$ cat src/rtl/pixel_streamer.sv
// Frame-buffered raster pixel source feeding the streaming side of a conv2d window buffer.
// Build option PIXEL_STREAMER_ZERO_PAD_EN wraps the frame in a zero border of (K_KERNEL-1)/2 pixels.
module pixel_streamer #(
  parameter int N_IMAGE  = 8,
  parameter int K_KERNEL = 3,
  parameter int BWD      = 8
) (
  input  logic                               clk,
  input  logic                               rst_n,
  input  logic                               i_wr_en,
  input  logic [$clog2(N_IMAGE*N_IMAGE)-1:0] i_wr_addr,
  input  logic [BWD-1:0]                     i_wr_data,
  input  logic                               i_start,
  input  logic                               i_ready,
  output logic                               o_clear,
  output logic [BWD-1:0]                     o_data,
  output logic                               o_data_valid,
  output logic                               o_frame_end,
  output logic                               o_busy,
  output logic                               o_done
);
  localparam int AW  = $clog2(N_IMAGE*N_IMAGE);
  localparam int PAD = (K_KERNEL-1)/2;
`ifdef PIXEL_STREAMER_ZERO_PAD_EN
  localparam int PAD_EN = 1;
`else
  localparam int PAD_EN = 0;
`endif
  localparam int NS = N_IMAGE + 2*PAD*PAD_EN;
  localparam int CW = $clog2(NS);
  localparam logic [CW-1:0] POS_LAST  = CW'(NS-1);
  localparam logic [AW-1:0] ADDR_LAST = AW'(N_IMAGE*N_IMAGE-1);

  typedef enum logic [1:0] {
    S_IDLE   = 2'd0,
    S_CLEAR  = 2'd1,
    S_STREAM = 2'd2,
    S_DRAIN  = 2'd3
  } state_t;

  state_t          r_state;
  state_t          w_next_state;
  logic [BWD-1:0]  r_mem [N_IMAGE*N_IMAGE];
  logic [CW-1:0]   r_row;
  logic [CW-1:0]   r_col;
  logic [AW-1:0]   r_addr;
  logic [BWD-1:0]  r_data;
  logic            r_clear;
  logic            r_valid;
  logic            r_frame_end;
  logic            r_busy;
  logic            r_done;
  logic            w_issue;
  logic            w_last_pos;
  logic            w_interior;
  logic            w_clear_nxt;
  logic            w_valid_nxt;
  logic            w_frame_end_nxt;
  logic            w_busy_nxt;
  logic            w_done_nxt;

  assign w_issue    = (r_state == S_STREAM) && i_ready;
  assign w_last_pos = (r_row == POS_LAST) && (r_col == POS_LAST);
`ifdef PIXEL_STREAMER_ZERO_PAD_EN
  localparam logic [CW-1:0] P_LO = CW'(PAD);
  localparam logic [CW-1:0] P_HI = CW'(PAD + N_IMAGE);
  assign w_interior = (r_row >= P_LO) && (r_row < P_HI) && (r_col >= P_LO) && (r_col < P_HI);
`else
  assign w_interior = 1'b1;
`endif

  // State register
  always_ff @(posedge clk or negedge rst_n) begin
    if (!rst_n) begin
      r_state <= S_IDLE;
    end else begin
      r_state <= w_next_state;
    end
  end

  // Next-state logic
  always_comb begin
    w_next_state = r_state;
    case (r_state)
      S_IDLE: begin
        if (i_start) w_next_state = S_CLEAR;
        else         w_next_state = S_IDLE;
      end
      S_CLEAR: w_next_state = S_STREAM;
      S_STREAM: begin
        if (w_issue && w_last_pos) w_next_state = S_DRAIN;
        else                       w_next_state = S_STREAM;
      end
      S_DRAIN: w_next_state = S_IDLE;
      default: w_next_state = S_IDLE;
    endcase
  end

  // Output decode: next values of the registered outputs
  always_comb begin
    w_clear_nxt     = (r_state == S_IDLE) && i_start;
    w_valid_nxt     = w_issue;
    w_frame_end_nxt = w_issue && w_last_pos;
    w_done_nxt      = (r_state == S_DRAIN);
    w_busy_nxt      = (w_next_state != S_IDLE);
  end

  // Output registers
  always_ff @(posedge clk or negedge rst_n) begin
    if (!rst_n) begin
      r_clear     <= 1'b0;
      r_valid     <= 1'b0;
      r_frame_end <= 1'b0;
      r_busy      <= 1'b0;
      r_done      <= 1'b0;
    end else begin
      r_clear     <= w_clear_nxt;
      r_valid     <= w_valid_nxt;
      r_frame_end <= w_frame_end_nxt;
      r_busy      <= w_busy_nxt;
      r_done      <= w_done_nxt;
    end
  end

  // Raster position of the next read and its frame-memory address
  always_ff @(posedge clk or negedge rst_n) begin
    if (!rst_n) begin
      r_row  <= '0;
      r_col  <= '0;
      r_addr <= '0;
    end else if (r_state == S_CLEAR) begin
      r_row  <= '0;
      r_col  <= '0;
      r_addr <= '0;
    end else if (w_issue) begin
      if (r_col == POS_LAST) begin
        r_col <= '0;
        r_row <= (r_row == POS_LAST) ? '0 : r_row + 1'b1;
      end else begin
        r_col <= r_col + 1'b1;
      end
      if (w_interior) begin
        r_addr <= (r_addr == ADDR_LAST) ? '0 : r_addr + 1'b1;
      end
    end
  end

  // Frame memory write port, locked while a frame is in flight
  always_ff @(posedge clk) begin
    if (i_wr_en && !r_busy) begin
      r_mem[i_wr_addr] <= i_wr_data;
    end
  end

  // Registered read; border positions load zero and o_data holds between reads
  always_ff @(posedge clk or negedge rst_n) begin
    if (!rst_n) begin
      r_data <= '0;
    end else if (w_issue) begin
      r_data <= w_interior ? r_mem[r_addr] : '0;
    end
  end

  assign o_clear      = r_clear;
  assign o_data       = r_data;
  assign o_data_valid = r_valid;
  assign o_frame_end  = r_frame_end;
  assign o_busy       = r_busy;
  assign o_done       = r_done;
endmodule
$ cat config.mk
export PLATFORM = sky130hd
export DESIGN_NAME = pixel_streamer
export DESIGN_NICKNAME = d
export VERILOG_FILES = /design/src/rtl/pixel_streamer.sv
export SDC_FILE = /design/constraint.sdc
export NUM_CORES = 1
export LEC_CHECK = 0
export CAP_MARGIN = 10
export CORE_AREA = 2 2 191 193
export CTS_CLUSTER_DIAMETER = 30
export DETAILED_ROUTE_END_ITERATION = 10
export DIE_AREA = 0 0 193 195
export GPL_TIMING_DRIVEN = 0
export PLACE_DENSITY = 0.87
export REMOVE_ABC_BUFFERS = 1
export SLEW_MARGIN = 20
export SYNTH_ARGS = -nofsm -noshare
export SYNTH_HDL_FRONTEND = slang
export SYNTH_SLANG_ARGS = --single-unit
$ cat constraint.sdc
create_clock -name clk -period 3.37 [get_ports clk]
set_input_delay 1.011 -clock clk [delete_from_list [all_inputs] [get_ports clk]]
set_output_delay 1.011 -clock clk [all_outputs]
set_load 0.1 [all_outputs]
# Word-level counts from Yosys, hierarchy flattened
# Memories as Yosys holds them, arrays and structs flattened. A register that Yosys moved wholly into a read port is not among the register bits.
# Index checks and enable logic that the tools add are counted.
[totals]
reg_bits = 19
in_bits = 19
n_memories = 1
word_cells = 46
ramBits = 512
out_inout_bits = 13
[op_classes]
reduce_logical = 12
n_addsub = 3
n_eq_ne = 6
mux = 15
[memory_table]
columns = ["name", "words", "width", "rd", "rd_clocked_by_memory_dff", "wr", "line", "source"]
rows = [
  ["r_mem", 64, 8, 1, 1, 1, "43", "logic [BWD-1:0] r_mem [N_IMAGE*N_IMAGE];"],
]
[ops]
columns = ["op", "count"]
rows = [
  ["3-bit two-way mux", 7],
  ["6-bit two-way mux", 3],
  ["2-bit case mux with 4 select lines", 1],
  ["3-bit by 1-bit adder with 3-bit output, second input constant", 2],
  ["6-bit by 1-bit adder with 6-bit output, second input constant", 1],
  ["3-bit == test, second input constant", 2],
  ["6-bit == test, second input constant", 1],
  ["2-bit nonzero test", 3],
  ["1-bit logical AND", 5],
  ["2-bit == test, second input constant", 2],
  ["1-bit two-way mux", 4],
  ["2-bit by 1-bit == test with 1-bit output, second input constant", 1],
  ["1-bit logical NOT", 2],
  ["2-bit logical NOT", 1],
  ["2-bit AND reduction", 1],
]

# Longest topological paths before layout
[logic_depth]
ltp_word = 6
ltp_mapped = 11
depth_no_buf = 8

# Worst setup path before layout
# Ideal clock, no wire load.
[synth_path]
path_kind = "input to register"
startpoint = "in i_wr_addr[4]"
endpoint = "mem r_mem[48][0], enable pin"
path_slack_ns = 0.685
t_arrival_ns = 2.301
stages = 4
setup_ns = 0.383
cell_sequence = "clkbuf_1 > nand4b_1 > or3_1 > nor3_1"
[synth_rtl]
columns = ["element", "line", "source"]
rows = [
  ["from (decl)", "11", "input logic [$clog2(N_IMAGE*N_IMAGE)-1:0] i_wr_addr,"],
  ["to (decl)", "43", ""],
]
# Straight into the memory's write port.

# Worst setup path in the final report
[layout_path]
startpoint = "in i_wr_en"
endpoint = "mem r_mem[22][4], enable pin"
[layout_via]
elab_chain_len = 3
[layout_rtl]
columns = ["element", "line", "source"]
rows = [
  ["from (decl)", "10", "input logic i_wr_en,"],
  ["1-bit logical AND", "150", "if (i_wr_en && !r_busy) begin"],
  ["1-bit two-way mux", "150", ""],
  ["1-bit two-way mux (not written as such)", "151", "r_mem[i_wr_addr] <= i_wr_data;"],
]
# Every way passes these cells.

==> out/metrics.cfg <==
[status]
status=finished with violations
violations=setup timing

[clock_network]
clockBufferDepth=3
clk_latency_ns=0.61
cts_tree=done
cts_root_buf=clkbuf_16
clock-sinks=539
tritoncts.num_buffers=82
path_clk_slew_ns=0.07
htreeDepth=3

[layout]
drive_gt1_frac=0.261
fin_nets=1158
syn_to_final_growth_pct=18.5
layoutNonFillerInstCount=1659
layout_commonest_cell=edfxtp_1
layout_common_cells=512 x edfxtp_1, 121 x mux4_2, 84 x clkbuf_16
fin_util=0.708

[yosys]
netlist_area_um2=21100
ys.flop_type=edfxtp_1
yosysSeqAreaShare=0.759
synth-edff-count=512
synthDistinctLibCells=44
syn_inst=1054
async_flop_share=0.0501
synth_area_per_cell_um2=20.1
ys_ff_latch=539
yosysWarnings=0

[route]
wl_mm=56.4
first_iter_violations=1913
num_vias=11800
via_per_inst=7.13
final_antenna_net_count=0
drc_errors=0
drt_first_pass_iters=8
post_drt_wl_per_cell_um=34.0

[timing]
fmax_mhz=293
fin_skew_ns=0.0390
slew_violations=0
relSlewSlack=0.316
setup_tns_ns=-0.444
hold_ws_ns=0.422
rsz0062_at_grt=yes
layout_setup_ws_ns=-0.0437
finalHoldViolCount=0
tightest_slew_ns=1.02
setup_violations=21
period_share=1.01
period_minus_slack_ns=3.41

[grt]
antenna_found_initial=1
overflow=0
grt_pass1_vias=12100
grt_use_total=0.310
grt_max_degree=54
grt_pass1_wl_mm=82.2

[place]
post-place-cells=1503
numPortBuffers=31
place_hpwl_mm=28.0
place_congestion=0.840

[power_and_ir_drop]
p_leak_nw=8.02
total_power_mw=21.0
power_density_nw_per_um2=837
ir_drop_uv=817

[critical_path]
critPathCaptureType=register
cp_max_fo=8
required_ns=3.57
critical_path_class=input port to register
arrival_ns=3.62
reg2reg_from=r_addr[1]$_DFFE_PN0P_
cp-startpoint=i_wr_en
cp-start-kind=input port

[floorplanning]
start_util=0.597
dieArea_um2=37600
core_area_um2=35400
chipHeight_um=195
dieWidth_um=193
io_pins=32
rows=69

[job]
cap_violations=0

[worst_hold_path]
hp-class=input port to asynchronous set/reset pin

## sequential cells by signal (all words and copies together), names as in the netlist
signal        flops
r_row             3
o_done            1
r_col             3
r_state           2
o_frame_end       1
o_busy            1
o_data            8
r_addr            6
r_mem           512
o_clear           1
o_data_valid      1
## worst max-delay path: stages
cell,delay (ns)
clkdlybuf4s50_1,0.57
nor3b_1,0.54
nand3_1,0.65
nor2_1,0.84
## cells by family after synthesis
family	synth area share
flip-flops	0.759
AND/OR/NAND/NOR	0.0400
multiplexers	0.153
AO/OA/AOI/OAI	0.0267
buffers and inverters	0.0146
adder cells (fa/ha/maj)	0.00592
XOR/XNOR	0.000829
## area by class of cell
class	count	area, µm²
clock buffer	92	2130
sequential	539	16100
antenna	1	2.50
timing repair buffer	46	593
fill	1849	10300
clock inverter	60	833
timing repair inverter	1	5.00
tap	461	577
multi-input combinational	453	4820
inverter	6	26.3
## path summary, 6_finish.rpt
kind                                     endpoint  slack, ns  depth (start not counted)
min in group clk             r_row[2]$_DFFE_PN0P_       0.54                          2
setup / recovery           r_mem[22][4]$_DFFE_PP_      -0.04                          4
setup reg to reg            o_data[4]$_DFFE_PN0P_       0.02                          6
hold reg to reg              r_row[2]$_DFFE_PN0P_       0.54                          2
hold / removal              r_addr[4]$_DFFE_PN0P_       0.42                          1
max in group asynchronous   r_addr[1]$_DFFE_PN0P_       2.46                          1
## per-layer routing
| metal | part of all wire | track usage |
|---|---|---|
| met5 | 0 | 0 |
| met1 | 0.33 | 0.387 |
| met2 | 0.50 | 0.497 |
| met3 | 0.11 | 0.0816 |
| met4 | 0.066 | 0.176 |
## power by group
group,leakage [nW],internal [mW],switching (mW)
clock network,1.44,5.92,3.25
logic,1.65,1.68,2.32
registers,4.93,7.47,0.333
## through the flow
step	cell area (µm²)	setup slack, ns
floorplan	20800	-3.18
global placement	21700	-5.31
detailed placement	22000	-0.313
CTS	25000	0.0868
global route	25000	-0.0396
finish	25000	-0.0437
## cells in the mapped netlist, types with 5 or more instances
master,n,share of area
a21oi_1,18,0.0043
a22oi_1,31,0.011
buf_1,5,0.00089
buf_2,10,0.0024
buf_4,7,0.0025
buf_6,5,0.0027
clkbuf_1,29,0.0052
dfrtp_1,27,0.032
edfxtp_1,512,0.73
ha_1,10,0.0059
inv_1,5,0.00089
mux2_2,7,0.0037
mux2i_1,42,0.020
mux4_2,121,0.13
nand2_1,44,0.0078
nand3_1,13,0.0031
nand4_1,6,0.0018
nor2_1,87,0.015
nor2b_1,11,0.0033
nor3_1,8,0.0019
o21ai_0,7,0.0017
## repair_timing
item                                    in CTS  in global routing
hold buffers                                 0                  0
endpoints found under the setup margin       2                 83
gates cloned                                 0                  1
resized for setup                            0                 13
setup buffers                                2                  0
Power figures use the tool's default switching activity.
==> edit 1 (config.mk and constraints unchanged) <==
The option `PIXEL_STREAMER_ZERO_PAD_EN` is turned on by a define.
--- a/src/rtl/pixel_streamer.sv
+++ b/src/rtl/pixel_streamer.sv
@@ -2,2 +2,4 @@
 // Build option PIXEL_STREAMER_ZERO_PAD_EN wraps the frame in a zero border of (K_KERNEL-1)/2 pixels.
+`define PIXEL_STREAMER_ZERO_PAD_EN
+
 module pixel_streamer #(
Function: changed (a bounded check fails within 4 cycles, from zero or initial values and one cycle with rst_n low).
==> edit 1 against the original RTL <==
- the flow still finishes with violations (negative setup slack)
- sequential cell count increased by 2
- non-clock buffer count shrank 1
- design area decreased by 0.82%
- synthesized cell count up 2.8%
- synthesized area grew 1.1%
- wire length down 5.5%
- die area stayed put
- setup slack got worse by 200 ps
- hold slack better by 46 ps
- register-to-register slack improved by 260 ps
- critical path type unchanged
- largest cell class unchanged
Power is not compared: it rests on default switching activity, and its combinational part moved more than twofold at a synthesized area within 25%.
==> edit 1: results <==
logic_synthesis:
  ys_top_cells_by_area: "edfxtp_1 72%, mux4_2 12%, dfrtp_1 3.4%, mux2i_1 3.1%, nor2_1 1.5%"
  async_flop_share_pct: 5.360
  synth-compound-area-share_pct: 2.988
  avgSynthCellArea_um2: 19.72
  synthMuxAreaShare_pct: 15.11
  synth-seq-area-share_pct: 75.38
  synth_fa_ha_area_share_pct: 0.3515
  synthTopCellsByCount: "512 x edfxtp_1, 110 x mux4_2, 83 x nor2_1, 67 x mux2i_1, 39 x nand2_1"
sta:
  max_slew_margin_pct: 20.41
  finalSetupViolCount: 120
  tns_ps: -13420
  fin_worst_skew_ps: 28.86
  setup_slack_ps: -246.3
layout:
  fin_nets: 1174
  fillCellCount: 1876
placement:
  gp_congestion: 0.8342
  place_inst: 1529
worst_setup_path:
  reg2reg_depth: 3
  crit_arrival_ps: 3820
  reg2reg_to: "r_mem[22][5]"
  r2r_start: "o_busy"
route:
  drtIter0Drc: 2021
outcome:
  violations: "negative setup slack"
  outcome: "complete, but fails checks"
global_routing:
  grt_pass1_wl_mm: 78.30
  grt_usage_pct: 29.06
  antenna_found_initial: 0
cts:
  clk_pin_slew_worst_paths_ps: 50
  clock_latency_ps: 590
edit 1: worst register-to-register path, stage by stage, from the launching register on:
cell	delay, ps
dfrtp_1	390
nor3b_1	550
nand3_1	810
nor2_1	960
edit 1: worst min path at each step:
stage                    start        end  slack (ps)  cells past startpoint
finish                   rst_n   r_col[1]         470                      1
global route             rst_n   r_col[2]         520                      1
CTS                      rst_n   r_col[0]         460                      1
detailed placement   o_data[7]  o_data[7]         530                      2
global placement     o_data[7]  o_data[7]         490                      2
floorplan           r_state[1]     o_done         510                      1
edit 1: stage by stage:
| stage | instance area [µm²] | power, mW |
|---|---|---|
| floorplan | 21030 | 8.431 |
| global placement | 21920 | 8.852 |
| detailed placement | 22210 | 8.882 |
| CTS | 24810 | 16.87 |
| global route | 24840 | 17.26 |
| finish | 24840 | 16.90 |
edit 1: area by class of cell:
class	count	area, µm²	area share, %
Clock buffer	90	2092	8.421
Inverter	6	22.52	0.09066
Clock inverter	50	509.2	2.050
Antenna cell	2	5.005	0.02015
Tap cell	461	576.8	2.322
Multi-Input combinational cell	476	4933	19.86
Sequential cell	541	16110	64.86
Timing Repair Buffer	45	590.6	2.377
edit 1: per-layer routing:
layer / GRT usage [%] / wire length, µm
met5: 0 / 0
met4: 13.55 / 2826
met3: 8.429 / 6440
met2: 45.89 / 25710
met1: 37.62 / 18350
edit 1: timing repair:
item / in CTS / in global routing
endpoints found under the hold margin: 0 / 0
endpoints found under the setup margin: 17 / 136
resized for setup: 1 / 10
buffers inserted: 0 / 0
hold buffers: 0 / 0
edit 1: report_power, final:
part / total [mW] / internal (mW) / switching, mW / leakage, nW
sequential: 7.59 / 7.45 / 0.135 / 4.99
combinational: 1.25 / 0.428 / 0.826 / 1.59
clock: 8.06 / 5.03 / 3.03 / 1.26
==> edit 2 (same settings) <==
Without the edit above. Encoding of `state_t`: now one-hot (4 bits for 4 states).
--- a/src/rtl/pixel_streamer.sv
+++ b/src/rtl/pixel_streamer.sv
@@ -33,7 +33,7 @@
 
-  typedef enum logic [1:0] {
-    S_IDLE   = 2'd0,
-    S_CLEAR  = 2'd1,
-    S_STREAM = 2'd2,
-    S_DRAIN  = 2'd3
+  typedef enum logic [3:0] {
+    S_IDLE   = 4'b0001,
+    S_CLEAR  = 4'b0010,
+    S_STREAM = 4'b0100,
+    S_DRAIN  = 4'b1000
   } state_t;
Behaviour: no difference found for any inputs over 4 cycles, from zero or initial values and one cycle with rst_n low; so few cycles prove little.
==> edit 2 against the original RTL <==
- the flow still finishes with violations (negative setup slack)
- sequential share of layout area grew 0.58 points
- setup slack worse by 110 ps
- register-to-register slack got worse by 180 ps
- combinational power is 8.5% higher
- clock skew down 13 ps
- die area is the same
- total power up 0.61%
- synthesized area down 0.30%
- design area fell by 0.60%
- count of clock-buffer cells in the layout up 1
- wire length up 3.4%
- hold slack better by 54 ps
- sequential cell count grew 2
- critical path type is now reg2reg
- critical endpoint is now o_data[3]
- largest cell class unchanged
==> edit 2: results <==
pwr:
  p_int_mw: 14.80
  irDropWorstVdd_v: 0.0008245
  p_leak_nw: 8.027
outcome:
  violations: "negative setup slack"
  outcome: "complete, but fails checks"
worst_setup_path:
  r2r_start: "r_addr[2]"
  crit_arrival_ps: 4050
  reg2reg_depth: 5
  critPathMaxFanout: 17
sta:
  hold_slack_ps: 475.7
  worstMarginPinSlew_ps: 1069
  finalSetupViolCount: 3
  tns_ps: -176.5
  fin_worst_skew_ps: 25.77
  setup_slack_ps: -155.1
route:
  post_drt_wl_per_cell_um: 35.39
  via_count: 12210
  firstDrtPassIters: 6
logic_synthesis:
  synth_fa_ha_area_share_pct: 0.2969
  synth.distinct_cells: 51
  synthMuxAreaShare_pct: 14.30
  async_flop_share_pct: 5.360
  synthTopCellsByCount: "512 x edfxtp_1, 116 x mux4_2, 87 x nor2_1, 40 x mux2i_1, 31 x nand2_1"
  synth-seq-area-share_pct: 76.41
  synth_xor_area_share_pct: 0.1247
  synth-compound-area-share_pct: 3.598
  ys_top_cells_by_area: "edfxtp_1 73%, mux4_2 12%, dfrtp_1 3.3%, mux2i_1 1.9%, nor2_1 1.5%"
global_routing:
  grt_pass1_wl_mm: 80.10
  grt_usage_pct: 29.88
  grt_max_degree: 53
  antenna_found_initial: 0
layout:
  fin_nets: 1145
  antenna_cells: 0
  drive_above_1_share_pct: 26.35
placement:
  dpl_cell_area_um2: 21930
  gp_congestion: 0.8600
  hpwl_mm: 27.59
==> edit 2: cell types whose count changed after synthesis, moves of 6 or more <==
| cell | unedited run | this run |
|---|---|---|
| o22ai_1 | 4 | 14 |
| mux2_2 | 7 | 0 |
| a211oi_1 | 3 | 12 |
| a221oi_1 | 1 | 12 |
| buf_2 | 10 | 21 |
| a22oi_1 | 31 | 17 |
| nand4_1 | 6 | 0 |
| a22o_1 | 0 | 19 |
| nor2b_1 | 11 | 5 |
| nand2_1 | 44 | 31 |
| clkbuf_1 | 29 | 22 |
==> edit 2: kinds of logic after synthesis <==
kind of cell               after synthesis
AOI/OAI and AO/OA                      103
xor gates and xnor gates                 3
adders and majority gates                5
buffers and inverters                   62
DFF                                    541
muxes                                  156
and+or+nand+nor                        169
==> edit 2: timing repair <==
action                     in CTS  in global routing
setup endpoints to repair       7                 26
setup buffers                   1                 10
resized for setup               2                  4
==> edit 2: per-layer routing <==
metal	share of wire [%]	wire (µm)	GRT usage (%)
met5	0	0	0
met2	47	27640	45.93
met4	7.0	4056	13.58
met1	33	19080	40.48
met3	13	7574	8.214
==> edit 2: worst max path at each step <==
stage / startpoint / to / cells after the start
3_5_place_dp: i_wr_en / r_mem[8][6] / 4
2_1_floorplan: r_addr[0] / o_data[1] / 5
5_1_grt: r_addr[1] / o_data[3] / 6
3_3_place_gp: r_addr[0] / o_data[6] / 5
6_report: r_addr[2] / o_data[3] / 5
4_1_cts: o_busy / o_busy / 1
==> edit 2: stage by stage <==
| stage | std cells | setup slack [ps] |
|---|---|---|
| after floorplan | 982 | -3134 |
| after global placement | 1474 | -6248 |
| after detailed placement | 1487 | -324.3 |
| after CTS | 1639 | 41.05 |
| after global routing | 1649 | -57.41 |
| final | 1649 | -155.1 |
==> edit 2: area by class of cell <==
type	count	area, µm²
clock buffers	93	2187
inverters	5	20.02
multi-input cells	436	4681
flip-flops and latches	541	16110
repair buffers	55	668.1
well taps	461	576.8
fillers	1875	10500
clock inverters	58	654.4
==> edit 2: power by group through the flow <==
stage	Clock (mW)	Sequential, mW	Combinational [mW]
6_report	8.79	7.97	4.34
2_1_floorplan	0	8.54	2.38
3_3_place_gp	0	8.36	3.18
4_1_cts	8.70	7.95	4.01
5_1_grt	9.04	7.97	4.41
3_5_place_dp	0	8.09	3.78
==> edit 2: critical path: stages, from the launching register on <==
cell,delay [ps]
dfrtp_1,1030
nor2b_2,900
a22o_1,320
a221oi_1,110
mux2i_1,750
a22o_1,300
